## src/rtl/arty_pkg.sv

```systemverilog
// Shared definitions for the Arty reset sequencer.
//   state_width_gp      width of the sequencer state / debug encoding
//   sync_min_stages_gp  smallest legal synchronizer depth
//   arty_rst_state_e    sequencer state encoding (also driven onto the LEDs)
package arty_pkg;

  localparam int unsigned state_width_gp     = 3;
  localparam int unsigned sync_min_stages_gp = 2;

  typedef enum logic [state_width_gp-1:0] {
    e_reset      = 3'd0,
    e_wait_lock  = 3'd1,
    e_wait_calib = 3'd2,
    e_host_lead  = 3'd3,
    e_core_hold  = 3'd4,
    e_run        = 3'd5,
    e_soft_rst   = 3'd6,
    e_error      = 3'd7
  } arty_rst_state_e;

  // Larger of two counts; used to size the shared down-counter.
  function automatic int unsigned max_u(input int unsigned a, input int unsigned b);
    return (a > b) ? a : b;
  endfunction

  // States in which the FPGA host is allowed out of reset.
  function automatic logic host_released(input arty_rst_state_e s);
    return (s == e_host_lead) || (s == e_core_hold) ||
           (s == e_run)       || (s == e_soft_rst);
  endfunction

endpackage

```

## src/rtl/arty_sync_bit.sv

```systemverilog
// N-stage single-bit synchronizer with asynchronous active-low clear.
// With d_i tied high it doubles as a reset deassertion synchronizer:
// q_o drops immediately on clr_n_i and rises stages_p clocks after release.
//   clk_i    destination clock
//   clr_n_i  asynchronous clear, active low
//   d_i      asynchronous input bit
//   q_o      synchronized output (registered)
module arty_sync_bit
  import arty_pkg::*;
#(
  parameter int unsigned stages_p = 2
) (
  input  logic clk_i,
  input  logic clr_n_i,
  input  logic d_i,
  output logic q_o
);

  if (stages_p < sync_min_stages_gp) begin : g_bad_stages
    $fatal(1, "arty_sync_bit: stages_p must be at least 2");
  end

  logic [stages_p-1:0] sync_q;

  // Shift chain; only the first flop may go metastable.
  always_ff @(posedge clk_i or negedge clr_n_i) begin
    if (!clr_n_i) begin
      sync_q <= '0;
    end else begin
      sync_q <= {sync_q[stages_p-2:0], d_i};
    end
  end

  assign q_o = sync_q[stages_p-1];

endmodule

```

## src/rtl/arty_reset_sequencer.sv

```systemverilog
// Reset bring-up sequencer between the clock generator / MIG DDR3 controller
// and the core-clock consumers (bp_unicore and the FPGA host).
// Holds both in reset until MMCM lock and DDR3 calibration, releases the host
// first and the core a programmable lead later, and handles lock/calibration
// loss, host-requested core soft resets and calibration timeout.
//   clk_i                  core clock
//   reset_n_i              board reset, async assert, synchronized release
//   mmcm_locked_i          MMCM lock (asynchronous)
//   init_calib_complete_i  MIG calibration done (MIG UI clock domain)
//   soft_reset_req_i       one-cycle core-only reset request from the host
//   host_reset_o           active-high reset to the FPGA host
//   core_reset_o           active-high reset to bp_unicore
//   dram_ready_o           synchronized calibration done, qualified by lock
//   timeout_error_o        sticky calibration timeout flag
//   state_o                current sequencer state for LEDs/debug
module arty_reset_sequencer
  import arty_pkg::*;
#(
  parameter int unsigned sync_stages_p          = 2,
  parameter int unsigned host_lead_cycles_p     = 8,
  parameter int unsigned core_hold_cycles_p     = 16,
  parameter int unsigned soft_reset_cycles_p    = 16,
  parameter int unsigned calib_timeout_cycles_p = 2**24
) (
  input  logic                      clk_i,
  input  logic                      reset_n_i,
  input  logic                      mmcm_locked_i,
  input  logic                      init_calib_complete_i,
  input  logic                      soft_reset_req_i,
  output logic                      host_reset_o,
  output logic                      core_reset_o,
  output logic                      dram_ready_o,
  output logic                      timeout_error_o,
  output logic [state_width_gp-1:0] state_o
);

  if ((sync_stages_p < sync_min_stages_gp) || (host_lead_cycles_p < 1) ||
      (core_hold_cycles_p < 1) || (soft_reset_cycles_p < 1) ||
      (calib_timeout_cycles_p < 1)) begin : g_bad_params
    $fatal(1, "arty_reset_sequencer: illegal parameter value");
  end

  localparam int unsigned max_count_lp =
    max_u(max_u(host_lead_cycles_p, core_hold_cycles_p),
          max_u(soft_reset_cycles_p, calib_timeout_cycles_p));
  localparam int unsigned cnt_width_lp = $clog2(max_count_lp) + 1;

  // Each timed state lasts N cycles: load N-1 on entry, leave when zero.
  localparam logic [cnt_width_lp-1:0] timeout_load_lp = cnt_width_lp'(calib_timeout_cycles_p - 1);
  localparam logic [cnt_width_lp-1:0] lead_load_lp    = cnt_width_lp'(host_lead_cycles_p - 1);
  localparam logic [cnt_width_lp-1:0] hold_load_lp    = cnt_width_lp'(core_hold_cycles_p - 1);
  localparam logic [cnt_width_lp-1:0] soft_load_lp    = cnt_width_lp'(soft_reset_cycles_p - 1);

  logic rst_sync_n;
  logic lock_s;
  logic calib_s;

  arty_rst_state_e state_q, state_d;
  logic [cnt_width_lp-1:0] cnt_q, cnt_d;
  logic cnt_zero;

  logic host_reset_d;
  logic core_reset_d;
  logic dram_ready_d;
  logic timeout_error_d;

  // Internal reset: asserts with reset_n_i, releases synchronously.
  arty_sync_bit #(.stages_p(sync_stages_p)) u_rst_sync (
    .clk_i   (clk_i),
    .clr_n_i (reset_n_i),
    .d_i     (1'b1),
    .q_o     (rst_sync_n)
  );

  arty_sync_bit #(.stages_p(sync_stages_p)) u_lock_sync (
    .clk_i   (clk_i),
    .clr_n_i (rst_sync_n),
    .d_i     (mmcm_locked_i),
    .q_o     (lock_s)
  );

  arty_sync_bit #(.stages_p(sync_stages_p)) u_calib_sync (
    .clk_i   (clk_i),
    .clr_n_i (rst_sync_n),
    .d_i     (init_calib_complete_i),
    .q_o     (calib_s)
  );

  assign cnt_zero = (cnt_q == '0);

  // State register.
  always_ff @(posedge clk_i or negedge rst_sync_n) begin
    if (!rst_sync_n) begin
      state_q <= e_reset;
    end else begin
      state_q <= state_d;
    end
  end

  // Next-state logic; lock loss outranks calibration loss and soft requests.
  always_comb begin
    state_d = state_q;
    case (state_q)
      e_reset: begin
        state_d = e_wait_lock;
      end
      e_wait_lock: begin
        if (lock_s) state_d = e_wait_calib;
      end
      e_wait_calib: begin
        // Calibration arriving on the timeout cycle still counts as success.
        if (!lock_s)       state_d = e_wait_lock;
        else if (calib_s)  state_d = e_host_lead;
        else if (cnt_zero) state_d = e_error;
      end
      e_host_lead: begin
        if (!lock_s)       state_d = e_wait_lock;
        else if (!calib_s) state_d = e_wait_calib;
        else if (cnt_zero) state_d = e_core_hold;
      end
      e_core_hold: begin
        if (!lock_s)       state_d = e_wait_lock;
        else if (!calib_s) state_d = e_wait_calib;
        else if (cnt_zero) state_d = e_run;
      end
      e_run: begin
        if (!lock_s)               state_d = e_wait_lock;
        else if (!calib_s)         state_d = e_wait_calib;
        else if (soft_reset_req_i) state_d = e_soft_rst;
      end
      e_soft_rst: begin
        // Requests arriving here are dropped; the pulse is never stretched.
        if (!lock_s)       state_d = e_wait_lock;
        else if (!calib_s) state_d = e_wait_calib;
        else if (cnt_zero) state_d = e_run;
      end
      e_error: begin
        state_d = e_error;
      end
    endcase
  end

  // Shared down-counter: reloaded on every state change, saturates at zero.
  always_comb begin
    cnt_d = cnt_zero ? '0 : (cnt_q - cnt_width_lp'(1));
    if (state_d != state_q) begin
      case (state_d)
        e_wait_calib: cnt_d = timeout_load_lp;
        e_host_lead:  cnt_d = lead_load_lp;
        e_core_hold:  cnt_d = hold_load_lp;
        e_soft_rst:   cnt_d = soft_load_lp;
        default:      cnt_d = '0;
      endcase
    end
  end

  always_ff @(posedge clk_i or negedge rst_sync_n) begin
    if (!rst_sync_n) begin
      cnt_q <= '0;
    end else begin
      cnt_q <= cnt_d;
    end
  end

  // Output decode. Resets assert on the same edge as the offending
  // transition but only release one edge after the releasing state is entered.
  // The core-release term also covers the end of a soft pulse so the pulse
  // lasts exactly the SOFT_RST dwell.
  always_comb begin
    host_reset_d    = 1'b1;
    core_reset_d    = 1'b1;
    dram_ready_d    = 1'b0;
    timeout_error_d = timeout_error_o;
    if (host_released(state_q) && host_released(state_d)) begin
      host_reset_d = 1'b0;
    end
    if ((state_d == e_run) && ((state_q == e_run) || (state_q == e_soft_rst))) begin
      core_reset_d = 1'b0;
    end
    dram_ready_d = lock_s & calib_s;
    if (state_d == e_error) begin
      timeout_error_d = 1'b1;
    end
  end

  // Output registers.
  always_ff @(posedge clk_i or negedge rst_sync_n) begin
    if (!rst_sync_n) begin
      host_reset_o    <= 1'b1;
      core_reset_o    <= 1'b1;
      dram_ready_o    <= 1'b0;
      timeout_error_o <= 1'b0;
    end else begin
      host_reset_o    <= host_reset_d;
      core_reset_o    <= core_reset_d;
      dram_ready_o    <= dram_ready_d;
      timeout_error_o <= timeout_error_d;
    end
  end

  assign state_o = state_q;

endmodule
```

## config.mk

```make
export PLATFORM = sky130hd
export DESIGN_NAME = arty_reset_sequencer
export DESIGN_NICKNAME = d
export VERILOG_FILES = /design/src/rtl/arty_pkg.sv /design/src/rtl/arty_sync_bit.sv /design/src/rtl/arty_reset_sequencer.sv
export SDC_FILE = /design/constraint.sdc
export NUM_CORES = 1
export LEC_CHECK = 0
export ABC_CLOCK_PERIOD_IN_PS = 1400
export BUFFER_PORTS_ARGS = -buffer_cell sky130_fd_sc_hd__buf_2
export CAP_MARGIN = 40
export CORE_AREA = 2 2 89 91
export DETAILED_ROUTE_END_ITERATION = 7
export DIE_AREA = 0 0 91 93
export GPL_ROUTABILITY_DRIVEN = 0
export PLACE_DENSITY = 0.41
export SETUP_SLACK_MARGIN = 0.05
export SYNTH_ARGS = -nofsm -noshare
export SYNTH_HDL_FRONTEND = slang
export SYNTH_HIERARCHICAL = 1
export SYNTH_SLANG_ARGS = --single-unit
```

## constraint.sdc

```tcl
create_clock -name clk_i -period 1.4 [get_ports clk_i]
set_input_delay 0.21 -clock clk_i [delete_from_list [all_inputs] [get_ports clk_i]]
set_output_delay 0.21 -clock clk_i [all_outputs]
set_load 0.01 [all_outputs]
```

==> results of run 1 <==
==> registers in the layout, indices dropped and copies added, names as in the netlist <==
signal	flops
cnt_q	25
core_reset_o	1
dram_ready_o	1
host_reset_o	1
state_o	3
timeout_error_o	1
u_calib_sync/sync_q	2
u_lock_sync/sync_q	2
u_rst_sync/sync_q	2
==> critical path, delay by kind of cell (launching register included) <==
kind | cells | cell delay, ps
buffers and inverters | 2 | 290
flip-flops | 1 | 400
AO/OA/AOI/OAI | 5 | 720
AND/OR/NAND/NOR | 2 | 800
==> metrics by stage <==
stage / area (sq um) / utilization, % / worst slack [ps]
2_1_floorplan: 2230 / - / -886
3_3_place_gp: 2830 / 37.6 / -984
3_5_place_dp: 2830 / 37.6 / -978
4_1_cts: 3020 / 40.1 / -929
5_1_grt: 3090 / 41.0 / -1060
6_report: 3090 / 41.0 / -931
==> cell usage in the layout (no fill, tap or decap), types with 3 or more instances in the layout <==
cell and instances:
o21ai_1 5, nor3_1 6, o21ai_0 7, nand2_1 11, o21ai_2 21, xnor2_1 19
buf_4 68, a21oi_1 5, nor4_1 5, inv_1 7, buf_12 4, nor2_1 13
nor2b_1 3, dfrtp_1 36, buf_2 11, xor2_1 4, a31oi_1 3, or4_4 3
clkbuf_8 6, buf_6 7
==> cell type report <==
class / instances / area (sq um)
flip-flops and latches: 38 / 953
inverters: 8 / 32.5
clock inverters: 2 / 12.5
fillers: 800 / 4440
repair buffers: 92 / 744
clock buffers: 6 / 82.6
multi-input cells: 151 / 1130
well taps: 102 / 128
==> cells by family after synthesis <==
kind of cell / synth area share, %
buffers and inverters: 7.09
xor gates and xnor gates: 9.14
other: 0.170
and+or+nand+nor: 20.1
adders and majority gates: 0.567
AOI/OAI and AO/OA: 19.6
DFF: 43.2
==> how the worst max path moves through the flow <==
| stage | startpoint | endpoint | slack, ps | cells after the start |
|---|---|---|---|---|
| finish | cnt_q[18] | cnt_q[1] | -930 | 9 |
| global placement | cnt_q[0] | cnt_q[14] | -980 | 11 |
| global route | cnt_q[24] | cnt_q[2] | -1060 | 9 |
| detailed placement | cnt_q[0] | cnt_q[10] | -980 | 11 |
| CTS | cnt_q[7] | cnt_q[6] | -930 | 9 |
| floorplan | cnt_q[0] | cnt_q[23] | -890 | 12 |
==> power groups by stage <==
stage	logic [W]	registers, W	clock network, W
final	0.00375	0.00156	0.000800
after CTS	0.00365	0.00156	0.000847
after global placement	0.00351	0.00158	0
after global routing	0.00408	0.00159	0.000888
after detailed placement	0.00350	0.00158	0
after floorplan	0.00216	0.00164	0
==> layer usage <==
| layer | GRT usage, % | wire length [um] |
|---|---|---|
| met5 | 0 | 0 |
| met4 | 3.91 | 63 |
| met3 | 2.74 | 152 |
| met2 | 22.0 | 2550 |
| met1 | 17.7 | 2490 |
==> repair_timing <==
item | 4_1_cts | 5_1_grt
endpoints found under the hold margin | 2 | 1
pin swaps | 6 | 4
hold buffers | 1 | 1
resized for setup | 8 | 6
setup endpoints to repair | 31 | 32
buffers inserted | 7 | 5
==> key figures, run 1 <==
Floorplan
  • Starting Density: 29.3%
  • DIE AREA: 8460 sq um
  • Chip width: ~91 um
  • Die Height: ~93 um
  • Top-level I/O count: 12
  • Core Footprint: 7530 sq um
  • Num rows: 32

Power and ir drop
  • Total power: 0.00611 W
  • VDD IR max: ~0.76 mV
  • Int Power: roughly 0.0038 W
  • Clock Power Share: 13.1%
  • Sequential Power Share: about a quarter
  • Sw frac: 38.4%
  • Power Density: between 1500 and 2000 nW/um^2
  • Leakage power: 1.40 nW
  • Net Sw Power: 0.00234 W
  • Logic gate share of total power: around 60%

Critical path
  • Crit Path Category: flip-flop to flip-flop
  • CP Cell Sequence: or4_4, nor4_4, buf_6, buf_4, a21oi_1, o21a_1, o21ba_4, o21ai_2, o21ai_1
  • Worst r2r src: cnt_q[18]
  • CP Capture Type: flip-flop
  • R2r endpoint: cnt_q[1]
  • Req. time, crit path: around 1600 ps
  • Slowest stage cell, crit path: or4_4
  • Worst path max stage delay: roughly 530 ps
  • FF-to-FF setup slack: -930 ps
  • CP max FO: 10
  • R2R cell count: 9
  • Startpoint Class: flip-flop
  • Worst Path Arrival: 2500 ps

Clocking
  • CTS tree: yes
  • Clk Latency, worst-skew pair: 300 ps
  • H-tree Lvls: 2
  • CTS Root Buffer Type: clkbuf_8
  • CTS clk-pin slew, worst paths: 80 ps
  • Clock buffers created by TritonCTS: 5
  • Bufs on Longest Clock Path: 2
  • CTS sink count: 38

Synth
  • Async set or reset register ratio after synthesis: 100%
  • Yosys cell types: 55
  • Synthesized flop and latch total: 38
  • Mapped Area: around 2200 sq um
  • Most common cell in the netlist: dfrtp_1
  • Syn Nets: 216
  • Synth top cells by count: dfrtp_1 (36), o21ai_2 (21), xnor2_1 (19)
  • Number of synthesized flops with an enable pin: 0
  • Sequential fraction of the synthesis area: 43.2%
  • Main synth FF type: dfrtp_1
  • Synth area leader: dfrtp_1
  • Syn. warnings: 6
  • Top cell type's share of synthesized area: about two fifths
  • Largest cells by area after synthesis: dfrtp_1 (41%), o21ai_2 (8.3%), xnor2_1 (7.5%)
  • Synthesized area per cell: between 10 and 15 sq um
  • Gate Count Post-Synth: 210

Timing
  • Final worst setup slack: -931 ps
  • Final worst path period share: 166%
  • Setup-failing EPs final: 31
  • Setup_tns: -26,990 ps
  • Final setup skew: approximately 13 ps
  • Fmax: 429 MHz
  • Final hold viol count: 0
  • Fin Hold WS: roughly 24 ps
  • RSZ-0062 raised after global routing: true
  • Max Slew Vio Count: 0
  • Min Tclk post-route: 2330 ps

Layout
  • Layout cells sized above 1: 50.2%
  • Post-route insts no fill: 399
  • Synthesis-to-layout area growth: 40.1%
  • Diodes inserted: 0
  • Nets@finish: around 300

Drt
  • WL per Instance: approximately 13 um
  • Via count: 1,826
  • ANT nets after route: 0
  • Drt first-iter violations: 65
  • WL final: 5260 um
  • DRC: 0
  • Pre-Repair DR Iteration Count: 4
  • Via density: between 4 and 5

Hold path
  • Hold Crit Start: init_calib_complete_i
  • Hold EP: u_calib_sync/sync_q[0]
  • WHS Path Cells: 1
  • Worst hold path class: primary input to flip-flop

Global routing
  • Vias in the first global route: 1,872
  • Global route overflow: 0
  • First-pass GRT wire length: just over 9000 um
  • Antenna violations before repair: 0
  • Tot GR Track Use: 13.3%
  • Pin count of the biggest net entering global routing: 37

Run status
  • Outcome: complete, but fails checks
  • Violated checks: negative setup slack

Flow run
  • Max-cap violations: 0

Placement
  • Cells after DPL: 378
  • Post-DP HPWL: 3760 um
  • Port-buffer cells: 11
No activity file was read; power rests on OpenSTA's default activity.
==> run 2: changes to the inputs <==
CORE_AREA = 2 2 64 66   (was 2 2 89 91)
DIE_AREA = 0 0 66 68   (was 0 0 91 93)
PLACE_DENSITY = 0.74   (was 0.41)
SYNTH_HIERARCHICAL = not set   (was 1)
==> run 2 against run 1 <==
Against the previous run: the flow still finishes with violations (negative setup slack); final area fell by 3.2%; worst hold slack got worse by 14 ps; die area fell by 47%; via count rose by 4.3%; clock power rose by 45%; clock-buffer cell count did not move; fmax fell by 0.49%; total power rose by 3.2%; setup slack got worse by 11 ps; clock skew fell by 5.1 ps; final cell count fell by 16%; first-iteration DRC count rose by 150%; largest cell class unchanged.
==> key figures, run 2 <==
Run status
  • Outcome: complete, but fails checks (unchanged)
  • Violated checks: negative setup slack (unchanged)

Clocking
  • CTS tree: yes (unchanged)
  • H-tree Lvls: 2 (unchanged)
  • Clk Latency, worst-skew pair: 300 ps (about the same)
  • CTS Root Buffer Type: clkbuf_8 (unchanged)
  • CTS clk-pin slew, worst paths: 80 ps (about the same)
  • Bufs on Longest Clock Path: 2 (unchanged)
  • Clock buffers created by TritonCTS: 5 (unchanged)
  • CTS sink count: 38 (unchanged)

Synth
  • Top cell type's share of synthesized area: 40.9% (unchanged)
  • Mapped Area: 2200 sq um (unchanged)
  • Sequential fraction of the synthesis area: 43.2% (unchanged)
  • Synth area leader: dfrtp_1 (unchanged)
  • Syn Nets: 216 (unchanged)
  • Yosys cell types: 55 (unchanged)
  • Largest cells by area after synthesis: dfrtp_1 (41%), o21ai_2 (8.3%), xnor2_1 (7.5%) (unchanged)
  • Main synth FF type: dfrtp_1 (unchanged)
  • Syn. warnings: 0 (was 6)
  • Gate Count Post-Synth: 210 (unchanged)
  • Synthesized flop and latch total: 38 (unchanged)
  • Most common cell in the netlist: dfrtp_1 (unchanged)
  • Synth top cells by count: dfrtp_1 (36), o21ai_2 (21), xnor2_1 (19) (unchanged)
  • Synthesized area per cell: 10.5 sq um (unchanged)
  • Number of synthesized flops with an enable pin: 0 (unchanged)
  • Async set or reset register ratio after synthesis: 100% (unchanged)

Floorplan
  • Chip width: 66 um (was 91 um)
  • Core Footprint: 3860 sq um (was 7530 sq um)
  • Top-level I/O count: 12 (unchanged)
  • DIE AREA: 4490 sq um (was 8460 sq um)
  • Starting Density: 57.2% (was 29.3%)
  • Die Height: 68 um (was 93 um)
  • Num rows: 23 (was 32)

Drt
  • Metal2 WL: 2920 um (was 2550 um)
  • Drt first-iter violations: 160 (was 65)
  • Via count: 1,904 (was 1,826)
  • WL final: 5590 um (was 5260 um)
  • WL per Instance: 16.6 um (was 13.2 um)
  • Pre-Repair DR Iteration Count: 4 (unchanged)
  • Met3 WL: 237 um (was 152 um)
  • Via density: 5.67 (was 4.58)
  • M1 WL: 2280 um (was 2490 um)
  • Max Used Layer: met4 (unchanged)
  • DRC: 0 (unchanged)
  • ANT nets after route: 0 (unchanged)

Global routing
  • First-pass GRT wire length: 8410 um (was 9060 um)
  • Tot GR Track Use: 25.3% (was 13.3%)
  • Global route overflow: 0 (unchanged)
  • Pin count of the biggest net entering global routing: 29 (was 37)
  • Vias in the first global route: 1,807 (was 1,872)
  • Antenna violations before repair: 0 (unchanged)

Critical path
  • CP Cell Sequence: or4_4, nor4_4, buf_2, nand3_2, a31o_1, nor2b_4, nand2_2, buf_12, o21ai_2 (was or4_4, nor4_4, buf_6, buf_4, a21oi_1, o21a_1, o21ba_4, o21ai_2, o21ai_1)
  • Worst r2r src: cnt_q[24] (was cnt_q[18])
  • R2r endpoint: cnt_q[13] (was cnt_q[1])
  • Crit Path Category: flip-flop to flip-flop (unchanged)
  • CP Capture Type: flip-flop (unchanged)
  • CP max FO: 20 (was 10)
  • FF-to-FF setup slack: -940 ps (was -930 ps)
  • Req. time, crit path: 1580 ps (was 1570 ps)
  • R2R cell count: 9 (unchanged)
  • Worst Path Arrival: 2520 ps (was 2500 ps)
  • Worst path max stage delay: 550 ps (was 530 ps)
  • Startpoint Class: flip-flop (unchanged)
  • Slowest stage cell, crit path: or4_4 (unchanged)

Layout
  • Sequential Area: 953 sq um (unchanged)
  • Fill count: 234 (was 800)
  • Synthesis-to-layout area growth: 35.5% (was 40.1%)
  • Diodes inserted: 0 (unchanged)
  • Commonest non-fill, non-tap cells in the layout: buf_4 (59), dfrtp_1 (36), o21ai_2 (21), xnor2_1 (19), nor2_1 (13) (was buf_4 (68), dfrtp_1 (36), o21ai_2 (21), xnor2_1 (19), nor2_1 (13))
  • Nets@finish: 291 (was 302)
  • Fin util: 77.5% (was 41.0%)
  • Commonest non-fill, non-tap cell in the layout: buf_4 (unchanged)
  • Max FFs per register: 25 (unchanged)
  • Multi-input gate area in the final layout: 1140 sq um (was 1130 sq um)
  • Largest Register: cnt_q (unchanged)
  • Layout cells sized above 1: 48.6% (was 50.2%)

Hold path
  • Hold Crit Start: init_calib_complete_i (unchanged)
  • Worst hold path class: primary input to flip-flop (unchanged)
  • Hold EP: u_calib_sync.sync_q[0] (was u_calib_sync/sync_q[0])
  • WHS Path Cells: 1 (unchanged)

Timing
  • Max Slew Vio Count: 0 (unchanged)
  • Fmax: 427 MHz (was 429 MHz)
  • Setup_tns: -27,020 ps (was -26,990 ps)
  • Min Tclk post-route: 2340 ps (was 2330 ps)
  • Final setup skew: 7.93 ps (was 13.0 ps)
  • Final worst setup slack: -942 ps (was -931 ps)
  • Setup-failing EPs final: 31 (unchanged)
  • RSZ-0062 raised after global routing: true (unchanged)
  • Final hold viol count: 0 (unchanged)
  • Final worst path period share: 167% (was 166%)

Power and ir drop
  • Leakage power: 1.37 nW (was 1.40 nW)
  • VDD IR max: 0.959 mV (was 0.759 mV)
  • Power Density: 2110 nW/um^2 (was 1980 nW/um^2)

Placement
  • Port-buffer cells: 11 (unchanged)
  • Dpl ws: -912 ps (was -978 ps)
  • Post-DP HPWL: 3640 um (was 3760 um)

Flow run
  • Max-cap violations: 0 (unchanged)
## run 2: worst max path at each step
| stage | startpoint | to | slack (ps) | depth (start not counted) |
|---|---|---|---|---|
| detailed placement | cnt_q[22] | cnt_q[1] | -910 | 8 |
| global route | cnt_q[24] | cnt_q[0] | -1020 | 8 |
| finish | cnt_q[24] | cnt_q[13] | -940 | 9 |
| CTS | cnt_q[22] | cnt_q[0] | -910 | 8 |
| global placement | cnt_q[24] | cnt_q[1] | -880 | 8 |
| floorplan | cnt_q[0] | cnt_q[23] | -890 | 12 |
## run 2: cell type report
cell class                 instances  area share, %
clock buffer                       6           2.76
clock inverter                     2           2.01
inverter                           8           1.01
multi-input combinational        151           38.1
sequential                        38           31.9
tap                               50           2.09
timing repair buffer              81           22.1
## run 2: power by group
part | total (W) | internal, W | switching [W]
Combinational | 0.00355 | 0.00179 | 0.00176
Sequential | 0.00159 | 0.00138 | 0.000204
Clock | 0.00116 | 0.000760 | 0.000401
Total | 0.00630 | 0.00394 | 0.00237
## run 2: repair_timing
action / CTS / global route
cloned: 0 / 1
setup buffers: 4 / 4
pin swaps: 9 / 3
gates resized for setup: 2 / 13
setup endpoints to repair: 32 / 32
endpoints found under the hold margin: 2 / 0
hold buffers: 1 / 0
## run 2: metrics by stage
step / hold WS [ps] / cells / total power (W) / area, sq um
finish: 9.63 / 336 / 0.00630 / 2990
global route: 12.2 / 336 / 0.00665 / 2990
CTS: 2.40 / 331 / 0.00619 / 2900
detailed placement: -2.25 / 318 / 0.00491 / 2710
global placement: -3.84 / 318 / 0.00481 / 2710
floorplan: -85.6 / 210 / 0.00381 / 2230
## run 2: logic make-up after synthesis
logic type	Yosys count	synth area share [%]
and+or+nand+nor	68	20.1
AOI/OAI and AO/OA	58	19.6
DFF	38	43.2
xor gates and xnor gates	23	9.14
buffers and inverters	21	7.09
adders and majority gates	1	0.567
other	1	0.170
## run 2: critical path: cells and delay by family, from the launching register on
| family | cells | cell delay (ps) |
|---|---|---|
| buf+inv | 2 | 400 |
| flops | 1 | 390 |
| simple gates | 5 | 1160 |
| compound gates | 2 | 270 |
## run 2: metal layers
metal	track usage, %	vias to the layer above
met4	11.2	0
met5	0	-
met2	42.8	63
met3	5.26	17
met1	31.3	928
li1	-	896
==> run 3: changes to the inputs <==
TNS_END_PERCENT = 30   (was not set)
==> run 3 against run 2 <==
Against the previous run: the flow still finishes with violations (negative setup slack); final cell count grew 0.60%; combinational power grew 5%; core utilization shrank 1.2 points; global-route usage grew 0.26 points; fmax shrank 2.5%.
==> key figures, run 3 (synthesis results as in run 2) <==
Run status
  • Outcome: complete, but fails checks (unchanged)
  • Violated checks: negative setup slack (unchanged)

Clocking
  • H-tree Lvls: 2 (unchanged)
  • Clk Latency, worst-skew pair: 300 ps (about the same)
  • CTS tree: yes (unchanged)
  • Clock buffers created by TritonCTS: 5 (unchanged)
  • CTS clk-pin slew, worst paths: 70 ps (was 80 ps)
  • CTS Root Buffer Type: clkbuf_8 (unchanged)
  • Bufs on Longest Clock Path: 2 (unchanged)
  • CTS sink count: 38 (unchanged)

Floorplan
  • Num rows: 23 (unchanged)
  • Core Footprint: 3860 sq um (unchanged)
  • Starting Density: 57.2% (unchanged)
  • Die Height: 68 um (unchanged)
  • Chip width: 66 um (unchanged)
  • DIE AREA: 4490 sq um (unchanged)
  • Top-level I/O count: 12 (unchanged)

Critical path
  • CP Capture Type: flip-flop (unchanged)
  • R2R cell count: 10 (was 9)
  • Critical Path Start: cnt_q[0] (was cnt_q[24])
  • CP Cell Sequence: inv_2, ha_4, or3b_4, nor3_4, buf_6, nand4_1, or3b_2, o21ba_4, o21ai_4, o21ai_2 (was or4_4, nor4_4, buf_2, nand3_2, a31o_1, nor2b_4, nand2_2, buf_12, o21ai_2)
  • Slowest stage cell, crit path: or3b_4 (was or4_4)
  • Startpoint Class: flip-flop (unchanged)
  • FF-to-FF setup slack: -1000 ps (was -940 ps)
  • Req. time, crit path: 1580 ps (about the same)
  • Worst r2r src: cnt_q[0] (was cnt_q[24])
  • Crit Path Category: flip-flop to flip-flop (unchanged)
  • Worst path max stage delay: 400 ps (was 550 ps)
  • Worst Path Arrival: 2580 ps (was 2520 ps)
  • R2r endpoint: cnt_q[1] (was cnt_q[13])
  • CP max FO: 4 (was 20)

Timing
  • Final setup skew: 7.77 ps (was 7.93 ps)
  • Max Slew Vio Count: 0 (unchanged)
  • Final hold viol count: 0 (unchanged)
  • Setup_tns: -28,310 ps (was -27,020 ps)
  • Final worst path period share: 172% (was 167%)
  • RSZ-0062 raised after global routing: true (unchanged)
  • Final worst setup slack: -1000 ps (was -942 ps)
  • Fmax: 416 MHz (was 427 MHz)
  • Min Tclk post-route: 2400 ps (was 2340 ps)
  • Setup-failing EPs final: 31 (unchanged)

Global routing
  • Antenna violations before repair: 0 (unchanged)
  • Global route overflow: 0 (unchanged)
  • First-pass GRT wire length: 8540 um (was 8410 um)
  • Tot GR Track Use: 25.5% (was 25.3%)
  • Vias in the first global route: 1,873 (was 1,807)
  • Pin count of the biggest net entering global routing: 29 (unchanged)

Hold path
  • Hold Crit Start: mmcm_locked_i (was init_calib_complete_i)
  • Worst hold path class: primary input to flip-flop (unchanged)
  • WHS Path Cells: 1 (unchanged)
  • Hold EP: u_lock_sync.sync_q[0] (was u_calib_sync.sync_q[0])

Layout
  • Max FFs per register: 25 (unchanged)
  • Commonest non-fill, non-tap cell in the layout: buf_4 (unchanged)
  • Synthesis-to-layout area growth: 33.5% (was 35.5%)
  • Commonest non-fill, non-tap cells in the layout: buf_4 (65), dfrtp_1 (36), o21ai_2 (22), xnor2_1 (19), nor2_1 (13) (was buf_4 (59), dfrtp_1 (36), o21ai_2 (21), xnor2_1 (19), nor2_1 (13))
  • Diodes inserted: 0 (unchanged)
  • Fill count: 255 (was 234)
  • Layout cells sized above 1: 50.3% (was 48.6%)
  • Post-route insts no fill: 338 (was 336)
  • Largest Register: cnt_q (unchanged)
  • Final Cell Area: 2940 sq um (was 2990 sq um)
  • Nets@finish: 294 (was 291)

Drt
  • Pre-Repair DR Iteration Count: 4 (unchanged)
  • DRC: 0 (unchanged)
  • WL final: 5320 um (was 5590 um)
  • Drt first-iter violations: 199 (was 160)
  • ANT nets after route: 0 (unchanged)
  • Via density: 5.63 (was 5.67)
  • Via count: 1,904 (unchanged)
  • WL per Instance: 15.7 um (was 16.6 um)

Power and ir drop
  • Leakage power: 1.35 nW (was 1.37 nW)
  • Power Density: 2040 nW/um^2 (was 2110 nW/um^2)
  • Sw frac: 39.9% (was 37.5%)
  • Sequential Power Share: 26.2% (was 25.2%)
  • VDD IR max: 1.10 mV (was 0.959 mV)
  • Clock Power Share: 12.0% (was 18.4%)
  • Net Sw Power: 0.00239 W (was 0.00237 W)
  • Logic gate share of total power: 61.9% (was 56.4%)
  • Int Power: 0.00361 W (was 0.00394 W)

Placement
  • Dpl cell area: 2730 sq um (was 2710 sq um)
  • Cells after DPL: 324 (was 318)
  • Post-DP HPWL: 3650 um (was 3640 um)
  • Port-buffer cells: 11 (unchanged)

Flow run
  • Max-cap violations: 0 (unchanged)
run 3: cell count changes in the layout (fill, tap and decap cells not counted), moves of 2 or more:
cell	previous run	this run
buf_4	59	65
bufinv_16	2	0
clkinv_2	0	2
inv_2	1	3
inv_1	7	5
nor4_2	2	4
o21ai_1	6	3
run 3: layer usage:
layer	track usage [%]	up-vias	share of wire, %
li1	-	895	-
met1	29.8	938	43
met2	44.9	55	51
met3	5.76	16	3.4
met4	11.7	0	2.8
met5	0	-	0
run 3: worst max-delay path, delay by kind of cell (launching register included):
kind,cells,cell delay (ps)
compound gates,3,450
fa+ha+maj,1,130
buf+inv,2,230
flops,1,390
simple gates,4,1080
run 3: worst max-delay path by stage:
stage,end,cells after the start
after floorplan,cnt_q[23],12
after global placement,cnt_q[8],11
after detailed placement,cnt_q[2],10
after CTS,cnt_q[8],11
after global routing,cnt_q[2],10
final,cnt_q[1],10
run 3: power groups by stage:
stage	Combinational (W)	Sequential, W	Clock (W)
floorplan	0.00213	0.00164	0
global placement	0.00323	0.00157	0
detailed placement	0.00330	0.00157	0
CTS	0.00336	0.00157	0.000732
global route	0.00399	0.00160	0.000769
finish	0.00371	0.00157	0.000718
run 3: through the flow:
step	utilization, %	hold WS [ps]	setup slack, ps	total power, W
after floorplan	-	-85.6	-888	0.00378
after global placement	70.9	-4.06	-896	0.00479
after detailed placement	70.9	-1.04	-958	0.00487
after CTS	73.8	13.0	-919	0.00566
after global routing	76.3	13.6	-1100	0.00636
final	76.3	17.0	-1000	0.00600
run 3: cell type report:
cell class	count	area [sq um]	share of cell area [%]
Clock buffer	5	68.8	2.34
Tap cell	50	62.6	2.13
Timing Repair Buffer	84	658	22.4
Multi-Input combinational cell	151	1160	39.4
Inverter	8	30.0	1.02
Clock inverter	2	10.0	0.340
Sequential cell	38	953	32.4
run 3: timing repair:
| item | 4_1_cts | 5_1_grt |
|---|---|---|
| setup buffers | 1 | 6 |
| endpoints found under the hold margin | 2 | 0 |
| setup endpoints to repair | 31 | 31 |
| gates resized for setup | 4 | 16 |
| hold buffers | 1 | 0 |
| pin swaps | 11 | 6 |
